==> config.mk <==
export PLATFORM = sky130hd
export DESIGN_NAME = load_store_queue_flat
export DESIGN_NICKNAME = d
export VERILOG_FILES = /design/src/rtl/load_store_queue_if.sv /design/src/rtl/load_store_queue.sv /design/src/flat_wrapper.sv
export SDC_FILE = /design/constraint.sdc
export NUM_CORES = 1
export LEC_CHECK = 0
export BUFFER_PORTS_ARGS = -buffer_cell sky130_fd_sc_hd__clkbuf_2
export CORE_AREA = 4 4 230 232
export CTS_CLUSTER_DIAMETER = 80
export DETAILED_ROUTE_END_ITERATION = 8
export DIE_AREA = 0 0 234 236
export GPL_ROUTABILITY_DRIVEN = 0
export HOLD_SLACK_MARGIN = 0.06
export PLACE_DENSITY = 0.66
export SLEW_MARGIN = 20
export SYNTH_ARGS = -nofsm -noshare
export SYNTH_HDL_FRONTEND = slang
export SYNTH_SLANG_ARGS = --single-unit
export TNS_END_PERCENT = 100
==> constraint.sdc <==
create_clock -name clk -period 6.77 [get_ports clk]
set_clock_uncertainty 0.2 [all_clocks]
set_input_delay 0.677 -clock clk [delete_from_list [all_inputs] [get_ports clk]]
set_output_delay 0.677 -clock clk [all_outputs]
set_load 0.02 [all_outputs]
==> src/rtl/load_store_queue_if.sv <==
// Shared types for the load/store queue and its dispatch/AGU/ROB/memory bus.
package rv32i_types;
  localparam int unsigned ROB_ID_SIZE = 4;

  typedef enum logic [1:0] {
    mem_idle    = 2'b00,
    mem_wait_rd = 2'b01,
    mem_wait_wr = 2'b10,
    mem_done    = 2'b11
  } mem_state_t;

  typedef struct packed {
    logic                   valid;
    logic [31:0]            dmem_addr;
    logic [3:0]             dmem_rmask;
    logic [3:0]             dmem_wmask;
    logic [31:0]            dmem_wdata;
    logic [2:0]             funct3;
    logic [ROB_ID_SIZE-1:0] rob_id;
  } ls_mem_bus_t;
endpackage

// Dispatch, AGU, ROB-head, memory-response and memory-request signals of the LSQ.
interface load_store_queue_if #(
  parameter int unsigned ROB_BITS = rv32i_types::ROB_ID_SIZE
);
  logic                      alloc_valid;
  logic                      alloc_ready;
  logic [ROB_BITS-1:0]       alloc_rob_id;
  logic [2:0]                alloc_funct3;
  logic                      alloc_is_store;
  logic                      agu_valid;
  logic [ROB_BITS-1:0]       agu_rob_id;
  logic [31:0]               agu_addr;
  logic [31:0]               agu_wdata;
  logic                      rob_head_valid;
  logic [ROB_BITS-1:0]       rob_head_id;
  logic [1:0]                mem_state;
  logic                      resp_valid;
  logic [ROB_BITS-1:0]       resp_rob_id;
  rv32i_types::ls_mem_bus_t  mem_out;

  modport master (
    output alloc_valid, alloc_rob_id, alloc_funct3, alloc_is_store,
    output agu_valid, agu_rob_id, agu_addr, agu_wdata,
    output rob_head_valid, rob_head_id, mem_state, resp_valid, resp_rob_id,
    input  alloc_ready, mem_out
  );

  modport slave (
    input  alloc_valid, alloc_rob_id, alloc_funct3, alloc_is_store,
    input  agu_valid, agu_rob_id, agu_addr, agu_wdata,
    input  rob_head_valid, rob_head_id, mem_state, resp_valid, resp_rob_id,
    output alloc_ready, mem_out
  );
endinterface

==> src/rtl/load_store_queue.sv <==
// In-order circular load/store queue: allocates at dispatch, captures AGU
// results, issues the head to memory one request at a time and pops on response.
// Optional macro LSQ_EARLY_LOAD_EN lets loads at the head issue without
// waiting to become the ROB head; stores always wait.
module load_store_queue
  import rv32i_types::*;
#(
  parameter int unsigned DEPTH_BITS = 3,
  parameter int unsigned ROB_BITS   = ROB_ID_SIZE
) (
  input  logic                  clk,
  input  logic                  rst,
  input  logic                  i_branch_mispredict,
  load_store_queue_if.slave     lsq,
  output logic [DEPTH_BITS:0]   o_count
);

  localparam int unsigned       DEPTH     = 2 ** DEPTH_BITS;
  localparam logic [DEPTH_BITS:0] DEPTH_CNT = (DEPTH_BITS + 1)'(DEPTH);

  logic [DEPTH-1:0]      r_valid;
  logic [DEPTH-1:0]      r_ready;
  logic [DEPTH-1:0]      r_is_store;
  logic [ROB_BITS-1:0]   r_rob_id [DEPTH];
  logic [2:0]            r_funct3 [DEPTH];
  logic [31:0]           r_addr   [DEPTH];
  logic [31:0]           r_wdata  [DEPTH];
  logic [DEPTH_BITS-1:0] r_head;
  logic [DEPTH_BITS-1:0] r_tail;
  logic [DEPTH_BITS:0]   r_count;
  logic                  r_inflight;
  logic                  r_alloc_ready;
  ls_mem_bus_t           r_mem_out;

  logic                  w_alloc;
  logic                  w_head_match;
  logic                  w_rob_ok;
  logic                  w_issue;
  logic                  w_pop;
  logic [ROB_BITS-1:0]   w_head_rob;
  logic [31:0]           w_head_addr;
  logic [3:0]            w_mask;
  logic [DEPTH_BITS:0]   w_count_nxt;
  ls_mem_bus_t           w_mem_bus;

  // Handshakes and head eligibility, all from registered queue state.
  always_comb begin
    w_alloc      = lsq.alloc_valid && r_alloc_ready;
    w_head_rob   = r_rob_id[r_head];
    w_head_addr  = r_addr[r_head];
    w_head_match = lsq.rob_head_valid && (lsq.rob_head_id == w_head_rob);
`ifdef LSQ_EARLY_LOAD_EN
    w_rob_ok     = !r_is_store[r_head] || w_head_match;
`else
    w_rob_ok     = w_head_match;
`endif
    w_issue      = r_valid[r_head] && r_ready[r_head] && !r_inflight &&
                   (lsq.mem_state == mem_idle) && w_rob_ok;
    w_pop        = r_inflight && lsq.resp_valid && (lsq.resp_rob_id == w_head_rob);
    case ({w_alloc, w_pop})
      2'b10:   w_count_nxt = r_count + (DEPTH_BITS + 1)'(1);
      2'b01:   w_count_nxt = r_count - (DEPTH_BITS + 1)'(1);
      default: w_count_nxt = r_count;
    endcase
  end

  // Memory request built from the head entry: byte-lane mask and lane-aligned data.
  always_comb begin
    w_mask = 4'b0000;
    case (r_funct3[r_head])
      3'b000, 3'b100: w_mask = 4'b0001 << w_head_addr[1:0];
      3'b001, 3'b101: w_mask = 4'b0011 << {w_head_addr[1], 1'b0};
      3'b010:         w_mask = 4'b1111;
      default:        w_mask = 4'b0000;
    endcase
    w_mem_bus            = '0;
    w_mem_bus.valid      = 1'b1;
    w_mem_bus.dmem_addr  = w_head_addr;
    w_mem_bus.dmem_rmask = r_is_store[r_head] ? 4'b0000 : w_mask;
    w_mem_bus.dmem_wmask = r_is_store[r_head] ? w_mask : 4'b0000;
    w_mem_bus.dmem_wdata = r_wdata[r_head] << {w_head_addr[1:0], 3'b000};
    w_mem_bus.funct3     = r_funct3[r_head];
    w_mem_bus.rob_id     = ROB_ID_SIZE'(w_head_rob);
  end

  // Control state: valid/ready bits, pointers, count, in-flight flag, outputs.
  always_ff @(posedge clk) begin
    if (rst || i_branch_mispredict) begin
      r_valid       <= '0;
      r_ready       <= '0;
      r_head        <= '0;
      r_tail        <= '0;
      r_count       <= '0;
      r_inflight    <= 1'b0;
      r_alloc_ready <= 1'b1;
      r_mem_out     <= '0;
    end else begin
      for (int i = 0; i < DEPTH; i++) begin
        if (lsq.agu_valid && r_valid[i] && (r_rob_id[i] == lsq.agu_rob_id)) begin
          r_ready[i] <= 1'b1;
        end
      end
      if (w_alloc) begin
        r_valid[r_tail] <= 1'b1;
        r_ready[r_tail] <= 1'b0;
        r_tail          <= r_tail + DEPTH_BITS'(1);
      end
      if (w_pop) begin
        r_valid[r_head] <= 1'b0;
        r_head          <= r_head + DEPTH_BITS'(1);
      end
      if (w_issue) begin
        r_inflight <= 1'b1;
      end else if (w_pop) begin
        r_inflight <= 1'b0;
      end
      r_count       <= w_count_nxt;
      r_alloc_ready <= (w_count_nxt < DEPTH_CNT);
      r_mem_out     <= w_issue ? w_mem_bus : '0;
    end
  end

  // Entry payload: identity on allocation, address/data on AGU match.
  always_ff @(posedge clk) begin
    if (!rst && !i_branch_mispredict) begin
      for (int i = 0; i < DEPTH; i++) begin
        if (lsq.agu_valid && r_valid[i] && (r_rob_id[i] == lsq.agu_rob_id)) begin
          r_addr[i]  <= lsq.agu_addr;
          r_wdata[i] <= lsq.agu_wdata;
        end
      end
      if (w_alloc) begin
        r_rob_id[r_tail]   <= lsq.alloc_rob_id;
        r_funct3[r_tail]   <= lsq.alloc_funct3;
        r_is_store[r_tail] <= lsq.alloc_is_store;
      end
    end
  end

  assign lsq.alloc_ready = r_alloc_ready;
  assign lsq.mem_out     = r_mem_out;
  assign o_count         = r_count;

endmodule

==> src/flat_wrapper.sv <==
// flat-port wrapper written by rule: the top's interface ports become plain ports
module load_store_queue_flat import rv32i_types::*;
#(
  parameter int unsigned DEPTH_BITS = 3,
  parameter int unsigned ROB_BITS   = ROB_ID_SIZE
)
  (clk, rst, i_branch_mispredict, o_count, lsq_alloc_valid, lsq_alloc_rob_id, lsq_alloc_funct3, lsq_alloc_is_store, lsq_agu_valid, lsq_agu_rob_id, lsq_agu_addr, lsq_agu_wdata, lsq_rob_head_valid, lsq_rob_head_id, lsq_mem_state, lsq_resp_valid, lsq_resp_rob_id, lsq_alloc_ready, lsq_mem_out);
  load_store_queue_if #(.ROB_BITS(ROB_BITS)) lsq_i ();
  input  logic clk;
  input  logic rst;
  input  logic i_branch_mispredict;
  output logic [DEPTH_BITS:0] o_count;
  input wire logic [$bits(lsq_i.alloc_valid)-1:0] lsq_alloc_valid;
  input wire logic [$bits(lsq_i.alloc_rob_id)-1:0] lsq_alloc_rob_id;
  input wire logic [$bits(lsq_i.alloc_funct3)-1:0] lsq_alloc_funct3;
  input wire logic [$bits(lsq_i.alloc_is_store)-1:0] lsq_alloc_is_store;
  input wire logic [$bits(lsq_i.agu_valid)-1:0] lsq_agu_valid;
  input wire logic [$bits(lsq_i.agu_rob_id)-1:0] lsq_agu_rob_id;
  input wire logic [$bits(lsq_i.agu_addr)-1:0] lsq_agu_addr;
  input wire logic [$bits(lsq_i.agu_wdata)-1:0] lsq_agu_wdata;
  input wire logic [$bits(lsq_i.rob_head_valid)-1:0] lsq_rob_head_valid;
  input wire logic [$bits(lsq_i.rob_head_id)-1:0] lsq_rob_head_id;
  input wire logic [$bits(lsq_i.mem_state)-1:0] lsq_mem_state;
  input wire logic [$bits(lsq_i.resp_valid)-1:0] lsq_resp_valid;
  input wire logic [$bits(lsq_i.resp_rob_id)-1:0] lsq_resp_rob_id;
  output wire logic [$bits(lsq_i.alloc_ready)-1:0] lsq_alloc_ready;
  output wire logic [$bits(lsq_i.mem_out)-1:0] lsq_mem_out;
  assign lsq_i.alloc_valid = lsq_alloc_valid;
  assign lsq_i.alloc_rob_id = lsq_alloc_rob_id;
  assign lsq_i.alloc_funct3 = lsq_alloc_funct3;
  assign lsq_i.alloc_is_store = lsq_alloc_is_store;
  assign lsq_i.agu_valid = lsq_agu_valid;
  assign lsq_i.agu_rob_id = lsq_agu_rob_id;
  assign lsq_i.agu_addr = lsq_agu_addr;
  assign lsq_i.agu_wdata = lsq_agu_wdata;
  assign lsq_i.rob_head_valid = lsq_rob_head_valid;
  assign lsq_i.rob_head_id = lsq_rob_head_id;
  assign lsq_i.mem_state = lsq_mem_state;
  assign lsq_i.resp_valid = lsq_resp_valid;
  assign lsq_i.resp_rob_id = lsq_resp_rob_id;
  assign lsq_alloc_ready = lsq_i.alloc_ready;
  assign lsq_mem_out = lsq_i.mem_out;
  load_store_queue #(.DEPTH_BITS(DEPTH_BITS), .ROB_BITS(ROB_BITS)) u_core (.clk(clk), .rst(rst), .i_branch_mispredict(i_branch_mispredict), .lsq(lsq_i), .o_count(o_count));
endmodule
==> report_table.html <==
<table>
<tr><th>Metric</th><th>Value</th></tr>
<tr><th colspan="2">Setup path</th></tr>
<tr><td>Timing endpoint of the critical path</td><td>u_core.lsq.alloc_ready</td></tr>
<tr><td>Arrival time of data at the critical path endpoint</td><td>around 4.8 ns</td></tr>
<tr><td>CP required</td><td>7.03 ns</td></tr>
<tr><td>Worst setup SP type</td><td>register</td></tr>
<tr><td>Library cell contributing the largest single delay on the critical path</td><td>sky130_fd_sc_hd__buf_4</td></tr>
<tr><td>Category of the most critical setup path</td><td>reg -&gt; reg</td></tr>
<tr><td>Gate family responsible for the most delay along the worst path</td><td>compound AO/OA/AOI/OAI gates</td></tr>
<tr><td>Worst reg2reg endpoint</td><td>u_core.lsq.alloc_ready</td></tr>
<tr><td>Stages on worst setup path</td><td>13</td></tr>
<tr><td>Delay of the slowest critical-path stage</td><td>0.65 ns</td></tr>
<tr><td>Setup slack of the worst register-to-register path</td><td>2.20 ns</td></tr>
<tr><td>Number of cells on the worst reg-to-reg path</td><td>13</td></tr>
<tr><td>CP Buf/Inv Count</td><td>1</td></tr>
<tr><td>Type of element capturing the critical path</td><td>register</td></tr>
<tr><td>CP cell instances</td><td>buf_4, nor2_1, a22oi_1, nand3_1, a211oi_1, and2_1, ha_1, ha_1, a31o_2, a21oi_1, o21ai_0, xor2_1, nand2b_1</td></tr>
<tr><td>Critical path's most frequent cell</td><td>sky130_fd_sc_hd__ha_1</td></tr>
<tr><td>Critical path peak fanout</td><td>53</td></tr>
<tr><th colspan="2">Yosys</th></tr>
<tr><td>EDFF count, synth</td><td>576</td></tr>
<tr><td>Number of distinct standard cells referenced by the synthesized netlist</td><td>46</td></tr>
<tr><td>Ys async rst share</td><td>0%</td></tr>
<tr><td>Synthesis warning total</td><td>0</td></tr>
<tr><td>Flip-flop and latch count after synthesis</td><td>687</td></tr>
<tr><td>Post-synthesis sequential area ratio</td><td>74.7%</td></tr>
<tr><td>Area of the mapped netlist</td><td>0.0261 mm²</td></tr>
<tr><td>Leading register cell type out of synthesis</td><td>sky130_fd_sc_hd__edfxtp_1</td></tr>
<tr><td>Mean Syn Cell Area</td><td>between 15 and 20 µm²</td></tr>
<tr><td>Net count of the mapped netlist</td><td>1447</td></tr>
<tr><td>Synthesized instance count</td><td>1348</td></tr>
<tr><th colspan="2">Cells and area</th></tr>
<tr><td>Area used by multi-input combinational logic</td><td>about 0.0063 mm²</td></tr>
<tr><td>Sequential cell area in the final layout</td><td>0.0195 mm²</td></tr>
<tr><td>Growth of design area from synthesis to finish</td><td>15.1%</td></tr>
<tr><td>Final net count</td><td>1651</td></tr>
<tr><td>Final Non-Filler Cells</td><td>roughly 2300</td></tr>
<tr><td>Most used cells in the layout excluding fill and tap cells</td><td>sky130_fd_sc_hd__edfxtp_1 (576), sky130_fd_sc_hd__clkbuf_2 (177), sky130_fd_sc_hd__mux4_2 (139), sky130_fd_sc_hd__dfxtp_1 (108), sky130_fd_sc_hd__mux2i_1 (94)</td></tr>
<tr><td>Design Area, Final</td><td>between 0.03 and 0.04 mm²</td></tr>
<tr><td>Share of layout cells above drive strength 1</td><td>31.1%</td></tr>
<tr><td>Commonest non-fill, non-tap cell in the layout</td><td>sky130_fd_sc_hd__edfxtp_1</td></tr>
<tr><td>Final cell utilization of the core</td><td>59.0%</td></tr>
<tr><td>Final-layout fill cell count</td><td>3760</td></tr>
<tr><th colspan="2">Clock network</th></tr>
<tr><td>Number of gates resized after cts</td><td>0</td></tr>
<tr><td>Sink Count</td><td>roughly 690</td></tr>
<tr><td>Post-CTS Setup Inserts</td><td>0</td></tr>
<tr><td>Clock root buffer master</td><td>sky130_fd_sc_hd__clkbuf_16</td></tr>
<tr><td>Register clock-pin slew on the reported worst setup and hold paths</td><td>around 0.06 ns</td></tr>
<tr><td>Number of buffers inserted for hold repair after clock tree synthesis</td><td>0</td></tr>
<tr><td>Clock insertion delay at the later pin of the skew report</td><td>0.59 ns</td></tr>
<tr><td>Number of buffers between clock root and the deepest sink</td><td>3</td></tr>
<tr><td>CTS tree</td><td>built</td></tr>
<tr><td>Depth of the CTS H-tree</td><td>3</td></tr>
<tr><td>TritonCTS Buffers</td><td>70</td></tr>
<tr><th colspan="2">Place</th></tr>
<tr><td>Port Buffer Count</td><td>177</td></tr>
<tr><td>Post-place instance area</td><td>about 0.028 mm²</td></tr>
<tr><td>Placed instance count</td><td>2160</td></tr>
<tr><td>Dpl hpwl</td><td>33800 µm</td></tr>
<tr><th colspan="2">Pwr</th></tr>
<tr><td>Peak VDD IR</td><td>0.235 mV</td></tr>
<tr><td>Cell Pwr Density</td><td>around 280 mW/mm²</td></tr>
<tr><td>Leakage</td><td>9.71 nW</td></tr>
<tr><th colspan="2">Floorplan</th></tr>
<tr><td>Horizontal extent of the die</td><td>around 230 µm</td></tr>
<tr><td>Initial Util</td><td>approximately half</td></tr>
<tr><td>Chip height</td><td>236 µm</td></tr>
<tr><td>Die Outline Area</td><td>0.0552 mm²</td></tr>
<tr><td>Total core area</td><td>just over 0.05 mm²</td></tr>
<tr><td>Site Rows</td><td>between 80 and 90</td></tr>
<tr><td>Num ports</td><td>178</td></tr>
<tr><th colspan="2">Detailed routing</th></tr>
<tr><td>Ratio of routed vias to standard cells</td><td>between 5 and 6</td></tr>
<tr><td>Via count</td><td>between 10000 and 15000</td></tr>
<tr><td>ANT nets after route</td><td>0</td></tr>
<tr><td>Number of iterations in the first detailed-routing pass</td><td>9</td></tr>
<tr><td>Final wirelength</td><td>56300 µm</td></tr>
<tr><td>DRT iter0 DRCs</td><td>1294</td></tr>
<tr><td>DR WL/cell</td><td>between 20 and 25 µm</td></tr>
<tr><td>Drt drc</td><td>0</td></tr>
<tr><th colspan="2">STA</th></tr>
<tr><td>Minimum clock period</td><td>4.57 ns</td></tr>
<tr><td>Setup violations, final</td><td>0</td></tr>
<tr><td>Final sum of negative setup slack</td><td>0 ns</td></tr>
<tr><td>Final hold viol count</td><td>0</td></tr>
<tr><td>Max_slew headroom</td><td>roughly a quarter</td></tr>
<tr><td>Unrepaired setup endpoints after global routing</td><td>false</td></tr>
<tr><td>Worst slew pin tran</td><td>1.12 ns</td></tr>
<tr><td>Final worst-path cycle share</td><td>between 60% and 70%</td></tr>
<tr><td>Max-slew violations</td><td>0</td></tr>
<tr><td>Peak Freq</td><td>roughly 220 MHz</td></tr>
<tr><th colspan="2">Worst hold path</th></tr>
<tr><td>Class of the most critical hold timing path</td><td>in -&gt; reg</td></tr>
<tr><td>Number of stages on the worst hold path</td><td>1</td></tr>
<tr><th colspan="2">Outcome</th></tr>
<tr><td>Run status</td><td>finished clean</td></tr>
<tr><th colspan="2">GRT</th></tr>
<tr><td>Largest net degree at the start of global routing</td><td>54</td></tr>
<tr><td>Global-route usage over all layers</td><td>20.6%</td></tr>
<tr><td>Number of antenna violations at the first check in global routing</td><td>4</td></tr>
<tr><td>Gr ovfl total</td><td>0</td></tr>
<tr><td>Wire length of the first global-routing pass</td><td>between 80000 and 90000 µm</td></tr>
<tr><td>Number of global-route vias before repair</td><td>13400</td></tr>
<tr><th colspan="2">Job</th></tr>
<tr><td>Max-Cap Viols</td><td>0</td></tr>
</table>
power by group:
part	leakage [nW]	internal (mW)	switching [mW]	total, mW
Sequential	6.07	4.58	0.00335	4.58
Clock	1.09	2.15	1.53	3.68
Combinational	2.55	0.0330	0.0760	0.109
Total	9.71	6.76	1.61	8.37
flip-flops by register name, indices dropped and copies added (netlist names), named ones only:
name                    count
u_core.o_count              3
u_core.r_inflight           1
u_core.r_rob_id            32
u_core.r_funct3            24
u_core.r_is_store           8
u_core.lsq.alloc_ready      1
u_core.r_head               3
u_core.r_tail               3
u_core.r_addr             256
u_core.r_ready              8
u_core.r_wdata            256
u_core.lsq.mem_out         80
u_core.r_valid              8
cell type report:
cell class              count  area share (%)
well taps                 680            2.83
clock buffers             105            6.86
diodes                      2          0.0166
repair buffers            205            3.65
flip-flops and latches    687            65.0
clock inverters            24           0.553
inverters                  17           0.212
multi-input cells         571            20.9
per-stage QoR:
stage / setup WS [ns] / hold WS [ns] / power (mW)
CTS: 2.21 / 0.130 / 8.44
finish: 2.20 / 0.159 / 8.37
floorplan: 1.90 / 0.217 / 4.70
global placement: 2.35 / 0.234 / 4.77
detailed placement: 2.22 / 0.244 / 4.78
global route: 1.84 / 0.159 / 8.64
per-layer routing:
| metal | GRT usage, % | up-vias | share of wire [%] |
|---|---|---|---|
| li1 | - | 5826 | - |
| met1 | 29.5 | 6777 | 42 |
| met2 | 32.1 | 477 | 48 |
| met3 | 4.53 | 94 | 7.6 |
| met4 | 6.16 | 6 | 2.2 |
| met5 | 0 | - | 0.071 |
cell families (layout without fill, tap and decap cells):
family,after synthesis,in the layout,share of synthesized area [%]
DFF,687,687,74.7
muxes,256,256,16.7
and+or+nand+nor,194,194,3.60
buffers and inverters,90,351,1.62
AOI/OAI and AO/OA,89,89,2.25
xor gates and xnor gates,26,26,0.871
adders and majority gates,6,6,0.287
other,0,2,0
cells in the mapped netlist (4+ instances only):
master                       n  share of area (%)
sky130_fd_sc_hd__ha_1        6               0.29
sky130_fd_sc_hd__nand3_1    14               0.27
sky130_fd_sc_hd__edfxtp_1  576                 66
sky130_fd_sc_hd__nor2b_1     5               0.12
sky130_fd_sc_hd__o21ai_0    10               0.19
sky130_fd_sc_hd__a21oi_1    26               0.50
sky130_fd_sc_hd__inv_1      15               0.22
sky130_fd_sc_hd__nand2_1    26               0.37
sky130_fd_sc_hd__a31oi_1    12               0.29
sky130_fd_sc_hd__a32oi_1     7               0.23
sky130_fd_sc_hd__dfxtp_1   111                8.5
sky130_fd_sc_hd__xnor2_1    13               0.44
sky130_fd_sc_hd__a22oi_1     5               0.14
sky130_fd_sc_hd__buf_6       5               0.22
sky130_fd_sc_hd__clkbuf_1   34               0.49
sky130_fd_sc_hd__a222oi_1    6               0.23
sky130_fd_sc_hd__buf_2      23               0.44
sky130_fd_sc_hd__nor4_1      4              0.096
sky130_fd_sc_hd__buf_4       5               0.14
sky130_fd_sc_hd__nor2_1     94                1.4
sky130_fd_sc_hd__buf_1       6              0.086
sky130_fd_sc_hd__xor2_1     13               0.44
sky130_fd_sc_hd__o22ai_1     6               0.14
sky130_fd_sc_hd__mux2i_1    96                3.7
sky130_fd_sc_hd__mux2_2     19               0.82
sky130_fd_sc_hd__nor3_1     22               0.42
sky130_fd_sc_hd__nor3_2     15               0.57
sky130_fd_sc_hd__o211ai_1    6               0.17
sky130_fd_sc_hd__mux4_2    139                 12
how the worst min path moves through the flow:
stage	startpoint	end	slack [ns]
2_1_floorplan	u_core.r_ready[3]	u_core.r_ready[3]	0.22
3_3_place_gp	u_core.r_ready[3]	u_core.r_ready[3]	0.23
3_5_place_dp	u_core.r_ready[3]	u_core.r_ready[3]	0.24
4_1_cts	lsq_alloc_funct3[1]	u_core.r_funct3[5][1]	0.13
5_1_grt	lsq_agu_wdata[0]	u_core.r_wdata[6][0]	0.16
6_report	lsq_agu_wdata[13]	u_core.r_wdata[1][13]	0.16
Power figures use the tool's default switching activity.
